**config.mk**
```make
export PLATFORM = sky130hd
export DESIGN_NAME = shift_seq
export DESIGN_NICKNAME = d
export VERILOG_FILES = /design/src/rtl/shift_seq.sv
export SDC_FILE = /design/constraint.sdc
export NUM_CORES = 1
export LEC_CHECK = 0
export CAP_MARGIN = 15
export CORE_UTILIZATION = 40
export CTS_BUF_LIST = sky130_fd_sc_hd__clkbuf_2
export CTS_CLUSTER_SIZE = 30
export DETAILED_ROUTE_END_ITERATION = 16
export GPL_ROUTABILITY_DRIVEN = 1
export MAX_ROUTING_LAYER = met4
export PLACE_DENSITY = 0.82
export SLEW_MARGIN = 20
export SYNTH_ARGS = -nofsm -noshare
export SYNTH_HDL_FRONTEND = slang
export SYNTH_SLANG_ARGS = --single-unit
```
**constraint.sdc**
```tcl
create_clock -name clk -period 2.1 [get_ports clk]
set_clock_uncertainty 0.05 [all_clocks]
set_input_delay 0.525 -clock clk [delete_from_list [all_inputs] [get_ports clk]]
set_output_delay 0.525 -clock clk [all_outputs]
set_load 0.02 [all_outputs]
```
**src/rtl/shift_seq.sv**
```systemverilog
// Iterative shift sequencer: applies a 0..2^AMT_W-1 shift through an external
// combinational shifter that moves at most 3 positions per pass.
module shift_seq #(
    parameter int unsigned DATA_W = 8,
    parameter int unsigned AMT_W  = 4
) (
    input  logic              clk,
    input  logic              rst,
    input  logic              in_valid,
    output logic              in_ready,
    input  logic [DATA_W-1:0] in_data,
    input  logic              in_dir,
    input  logic [AMT_W-1:0]  in_amt,
    output logic              out_valid,
    input  logic              out_ready,
    output logic [DATA_W-1:0] out_data,
    output logic              busy,
    output logic [DATA_W-1:0] sh_a,
    output logic              sh_dir,
    output logic [1:0]        sh_amt,
    input  logic [DATA_W-1:0] sh_y
);

    typedef enum logic [1:0] {
        IDLE  = 2'd0,
        SHIFT = 2'd1,
        DONE  = 2'd2
    } state_t;

    state_t             state_q, state_d;
    logic [DATA_W-1:0]  acc_q, acc_d;
    logic               dir_q, dir_d;
    logic [AMT_W-1:0]   rem_q, rem_d;
    logic [1:0]         step;
    logic [AMT_W-1:0]   rem_next;

    // step never exceeds rem, so rem_next cannot wrap
    assign step     = (rem_q >= AMT_W'(3)) ? 2'd3 : rem_q[1:0];
    assign rem_next = rem_q - AMT_W'(step);

    always_ff @(posedge clk) begin
        if (rst) begin
            state_q <= IDLE;
            acc_q   <= '0;
            dir_q   <= 1'b0;
            rem_q   <= '0;
        end else begin
            state_q <= state_d;
            acc_q   <= acc_d;
            dir_q   <= dir_d;
            rem_q   <= rem_d;
        end
    end

    always_comb begin
        state_d = state_q;
        acc_d   = acc_q;
        dir_d   = dir_q;
        rem_d   = rem_q;
        unique case (state_q)
            IDLE: begin
                if (in_valid) begin
                    acc_d   = in_data;
                    dir_d   = in_dir;
                    rem_d   = in_amt;
                    state_d = (in_amt == '0) ? DONE : SHIFT;
                end
            end
            SHIFT: begin
                acc_d = sh_y;
                rem_d = rem_next;
                if (rem_next == '0) begin
                    state_d = DONE;
                end
            end
            DONE: begin
                if (out_ready) begin
                    state_d = IDLE;
                end
            end
            default: state_d = IDLE;
        endcase
    end

    // Handshake flags decode from registered state only
    always_comb begin
        in_ready  = (state_q == IDLE);
        out_valid = (state_q == DONE);
        busy      = (state_q != IDLE);
        sh_amt    = (state_q == SHIFT) ? step : 2'd0;
        sh_a      = acc_q;
        sh_dir    = dir_q;
        out_data  = acc_q;
    end

endmodule

```
==> results by group, run 1 <==
Yosys
  • Asr flop ratio synth: 0
  • EDFF count, synth: 0
  • Register area share after synthesis: 0.342
  • Yosys top cell area share: 0.342
  • Count of cell types in the netlist: 32
  • Register bit total from synthesis: 15
  • Top_reg_cell synth: dfxtp_1
  • Mean Syn Cell Area: 7.83 sq um
  • Mapped Cells: roughly 110
  • Leading area contributor after synthesis: dfxtp_1
  • Synthesized area: just under 900 sq um
  • Syn Nets: 138
  • Top cells by area, synth: dfxtp_1, a311oi_1, nand2_1
  • Syn. warnings: 0

Critical path
  • Critical Path Source Type: register
  • Nature of the critical path endpoint: output pin
  • CP arrival: 1.41 ns
  • Req. time, crit path: 1.52 ns
  • Max Fanout on Critical Path: 6
  • WS Path Type: register to output pin
  • Worst reg2reg path depth: 5
  • Slowest cell on crit path: dfxtp_1
  • CP Cell Sequence: or2_2, inv_1, dlygate4sd2_1
  • Slowest stage delay, CP: 0.37 ns

Layout
  • Share of layout cells above drive strength 1: 0.105
  • Cell area after layout: 1330 sq um
  • Final Net Count: about 180
  • # fillers: 182
  • Most common cell after layout, fill and taps aside: clkdlybuf4s50_1
  • P&R area growth vs syn: 52.1%
  • Ant. Diodes: 0
  • Most frequent cells in the layout: clkdlybuf4s50_1, nor2_1, nand2_1, dfxtp_1, a311oi_1

Floorplan
  • Core area: ~2000 sq um
  • Starting Density: 0.438
  • Row count: 16
  • Area of the die: 2380 sq um
  • IO Count: 47
  • DIE WIDTH: 48.8 microns
  • Vert. Die Dim: between 40 and 50 microns

Power and ir drop
  • Share of power burned in registers: 0.328
  • Combinational fraction of design power: 0.561
  • PD cells: 964 nW/um^2
  • Clock power frac: 0.111
  • Worst VDD drop: between 400 and 500 uV
  • Leakage: 0.551 nW
  • Int Pwr: 0.000748 W
  • Sw Share: 0.418
  • Net switching power: between 0.0005 and 0.0006 W

GRT
  • Total congestion overflow: 0
  • Initial antenna violation count: 0
  • GR Util All Layers: 0.214
  • Largest net degree at the start of global routing: 11
  • Vias in the first global route: between 900 and 1000
  • First-pass GRT wire length: ~3900 microns

Drt
  • Final WL: 2230 microns
  • Detailed-route via count: 900
  • # DRC: 0
  • Length of the first detailed-routing pass in iterations: 4
  • Post-route ant nets: 0
  • Vias per Instance: 5.03
  • DRT iter0 DRCs: 14
  • DR WL/cell: between 10 and 15 microns

Place
  • RD Place Congestion: 0.811
  • Dpl cell area: 1320 sq um
  • Dpl ws: 0.0374 ns
  • Port buffer count: 46
  • DP HPWL: roughly 1700 microns

Timing
  • Slew Viols, Final: 0
  • Final setup TNS: 0 ns
  • Slew headroom: 0.709
  • Tcrit/Tclk final: 0.945
  • Minimum clock period: 1.98 ns
  • Slew @ Worst Pin: 0.436 ns
  • Fmax: 504 MHz
  • Final hold viol count: 0
  • Setup WS post-layout: 0.115 ns
  • Final setup vio count: 0
  • RSZ-0062 raised after global routing: no

Clock tree
  • Hold buffer count at cts: 0
  • Max H-tree Level: 1
  • Post-CTS setup buffers: 0
  • Clock Sinks: 15
  • Clock latency at the later pin of the worst-skew pair: ~0.30 ns
  • CTS resizes: 6
  • Total CTS buffers: 3
  • Reg clk slew, reported paths: 0.15 ns
  • CTS tree: built
  • CTS root buffer: clkbuf_2
  • Maximum clock path buffer count: 2

Hold path
  • Hold Crit Class: register to register
  • WHS Path Cells: 2

Run status
  • Status: complete, no violations

Job
  • Max-cap violations: 0
==> state kept, by name, indices dropped and copies added (netlist names) <==
signal	flops
sh_dir	1
state_q	2
out_data	8
rem_q	4
==> per-layer routing <==
metal,share of wire,GRT usage,routed length (microns)
met5,0,-,0
met4,0.026,0.123,57
met3,0.048,0.0218,107
met2,0.50,0.382,1110
met1,0.43,0.229,955
==> stage by stage <==
step           power (W)  hold WS [ns]  utilization  cells
2_1_floorplan   0.000894         0.460            -    112
3_3_place_gp     0.00115         0.417        0.659    175
3_5_place_dp     0.00117         0.446        0.659    175
4_1_cts          0.00129         0.462        0.666    179
5_1_grt          0.00138         0.494        0.666    179
6_report         0.00129         0.458        0.666    179
==> synthesized netlist by cell type, drive strengths merged, types with 2 or more instances <==
master and instances:
a311oi 9, a211oi 3, buf 13, nor2 18
a21oi 2, clkbuf 3, dfxtp 15, nor3 2
nor3b 2, nor4bb 2, o21ba 2, o21bai 3
nand2 18, inv 4, a21o 2
==> cell families (layout without fill, tap and decap cells) <==
kind of cell	count (synthesis)	in the layout	share of synthesized area
flops	15	15	0.342
simple gates	50	50	0.271
xor+xnor	1	1	0.00999
compound gates	25	25	0.234
fa+ha+maj	1	1	0.0143
buf+inv	20	60	0.128
==> path summary, 6_finish.rpt <==
| path | start | end | slack, ns |
|---|---|---|---|
| setup / recovery | state_q[1] | in_ready | 0.12 |
| hold / removal | sh_dir | sh_dir | 0.46 |
| setup reg to reg | rem_q[3] | state_q[0] | 0.29 |
| hold reg to reg | sh_dir | sh_dir | 0.46 |
==> layout make-up <==
cell class / instances / area [sq um] / area share
tap: 27 / 33.8 / 0.0253
sequential: 15 / 302 / 0.226
multi-input combinational: 77 / 464 / 0.348
clock inverter: 1 / 5.00 / 0.00375
clock buffer: 3 / 15.0 / 0.0113
timing repair buffer: 52 / 499 / 0.374
inverter: 4 / 15.0 / 0.0113
==> worst max-delay path: cells and delay by family (launching register included) <==
kind	cells	cell delay [ns]
and+or+nand+nor	1	0.33
buffers and inverters	2	0.41
DFF	1	0.37
==> power by group through the flow <==
| stage | Clock [W] | Combinational, W | Sequential, W |
|---|---|---|---|
| after floorplan | 0 | 0.000453 | 0.000441 |
| after global placement | 0 | 0.000728 | 0.000420 |
| after detailed placement | 0 | 0.000741 | 0.000427 |
| after CTS | 0.000149 | 0.000724 | 0.000421 |
| after global routing | 0.000164 | 0.000784 | 0.000432 |
| final | 0.000143 | 0.000721 | 0.000421 |
Note: power is estimated with default switching activity, not from simulation.
==> run 2: changes to the inputs <==
- HOLD_SLACK_MARGIN: unset -> 0.08
==> results of run 2 <==
Same layout as run 1: the final DEF is identical, and so are final timing and power.
==> run 3: changes to the inputs <==
- GPL_TIMING_DRIVEN: unset -> 0
==> run 3 against run 2 <==
Compared with the run above: global-route usage rose by 1.4 points; sequential share of layout area down 0.82 points; sequential power down 4.8%; worst hold slack got worse by 0.016 ns; die area did not move; fmax decreased by 0.41%; clock power up 4%; first-iteration DRC count is 50% higher; worst setup slack got worse by 0.0082 ns; combinational power increased by 8.9%; via count up 7.2%; critical path type unchanged; largest cell class unchanged; largest power group unchanged.
==> results by group, run 3 (synthesis gave the netlist of run 1 again) <==
Floorplan
  • IO Count: 47
  • DIE WIDTH: 48.8 microns
  • Vert. Die Dim: 48.8 microns
  • Area of the die: 2380 sq um
  • Row count: 16
  • Starting Density: 0.438
  • Core area: 2000 sq um

Timing
  • Final hold viol count: 0
  • RSZ-0062 raised after global routing: no
  • Slew headroom: 0.642
  • Slew Viols, Final: 0
  • Final setup TNS: 0 ns
  • Final setup vio count: 0
  • Minimum clock period: approximately 2 ns
  • Tcrit/Tclk final: 0.949
  • Fmax: ~500 MHz
  • Setup WS post-layout: 0.107 ns
  • Slew @ Worst Pin: roughly 0.54 ns

Clock tree
  • CTS tree: built
  • CTS root buffer: clkbuf_2
  • Hold buffer count at cts: 0
  • Clock latency at the later pin of the worst-skew pair: just over 0.3 ns
  • Clock Sinks: 15
  • Reg clk slew, reported paths: 0.17 ns
  • Post-CTS setup buffers: 0
  • Max H-tree Level: 1
  • Maximum clock path buffer count: 2
  • Total CTS buffers: 3

Critical path
  • R2R Path Start: rem_q[2]
  • Req. time, crit path: about 1.5 ns
  • Nature of the critical path endpoint: output pin
  • Worst reg2reg path depth: 6
  • Max Fanout on Critical Path: 10
  • Worst flop-to-flop path endpoint: state_q[0]
  • R2r setup slk: 0.29 ns
  • WS Path Type: register to output pin
  • CP arrival: between 1 and 1.5 ns
  • Critical Path Source Type: register
  • Worst Setup SP: state_q[0]

GRT
  • GR Util All Layers: 0.228
  • Largest net degree at the start of global routing: 13
  • Initial antenna violation count: 0
  • Vias in the first global route: approximately 900
  • Total congestion overflow: 0
  • First-pass GRT wire length: 4080 microns

Layout
  • P&R area growth vs syn: 57.8%
  • Share of layout cells above drive strength 1: 0.168
  • Cell area after layout: 1380 sq um
  • Most common cell after layout, fill and taps aside: clkdlybuf4s50_1
  • Most frequent cells in the layout: clkdlybuf4s50_1, nor2_1, nand2_1, dfxtp_1, a311oi_1
  • # fillers: 181
  • Ant. Diodes: 0
  • Final Net Count: 188
  • Max FFs per register: 8

Power and ir drop
  • PD cells: ~960 nW/um^2
  • Net switching power: 0.000558 W
  • Share of power burned in registers: 0.300
  • Clock power frac: 0.111
  • Combinational fraction of design power: 0.588
  • Sw Share: 0.418
  • Worst VDD drop: 574 uV
  • Int Pwr: 0.000777 W
  • Leakage: between 0.5 and 0.6 nW

Hold path
  • Hold Crit Class: register to register
  • WHS Path Cells: 2
  • Hold_sp: sh_dir
  • Hold endpoint: sh_dir

Drt
  • DRT iter0 DRCs: 21
  • DR WL/cell: 12.7 microns
  • # DRC: 0
  • Length of the first detailed-routing pass in iterations: 4
  • Post-route ant nets: 0
  • Detailed-route via count: 965
  • Final WL: approximately 2400 microns
  • Vias per Instance: 5.13

Place
  • Dpl cell area: 1370 sq um
  • RD Place Congestion: 0.845
  • Port buffer count: 46
  • DP HPWL: 1820 microns
  • Dpl ws: -0.0772 ns

Job
  • Max-cap violations: 0

Run status
  • Status: complete, no violations
==> run 3: layer usage <==
layer | vias to the layer above | GRT usage | wire, microns
met5 | - | - | 0
met4 | 0 | 0.0882 | 19
met3 | 2 | 0.0530 | 86
met2 | 24 | 0.380 | 1290
met1 | 458 | 0.265 | 993
li1 | 481 | - | -
==> run 3: final cells by class <==
class	instances	area, sq um	share of cell area
flip-flops and latches	15	302	0.218
well taps	27	33.8	0.0244
plain buffers	15	93.8	0.0678
clock inverters	1	5.00	0.00362
inverters	4	15.0	0.0108
repair buffers	46	448	0.324
clock buffers	3	15.0	0.0108
multi-input cells	77	472	0.341
==> run 3: power groups by stage <==
| stage | clock (W) | combinational [W] | sequential, W |
|---|---|---|---|
| floorplan | 0 | 0.000453 | 0.000441 |
| global placement | 0 | 0.000787 | 0.000401 |
| detailed placement | 0 | 0.000804 | 0.000405 |
| CTS | 0.000152 | 0.000791 | 0.000400 |
| global route | 0.000164 | 0.000851 | 0.000411 |
| finish | 0.000149 | 0.000785 | 0.000401 |
==> run 3: timing repair <==
item,CTS,global route
setup endpoints to repair,5,4
pin swaps,0,0
resized for setup,9,5
hold endpoints to repair,0,0
==> run 3: critical path, stage by stage (launching register included) <==
cell	delay, ns
dfxtp_2	0.38
buf_2	0.18
or2_2	0.30
inv_1	0.08
buf_2	0.16
==> run 3: worst max-delay path by stage <==
stage / end / cells past startpoint
finish: in_ready / 4
global route: in_ready / 4
CTS: sh_amt[0] / 3
detailed placement: sh_amt[0] / 4
global placement: sh_amt[1] / 4
floorplan: state_q[0] / 6
==> run 3: stage by stage <==
step                instances  total power, W  hold WS (ns)   util
finish                    188         0.00134         0.443  0.691
global route              188         0.00143         0.490  0.691
CTS                       188         0.00134         0.448  0.693
detailed placement        185         0.00121         0.427  0.685
global placement          185         0.00119         0.414  0.685
floorplan                 112        0.000894         0.460      -
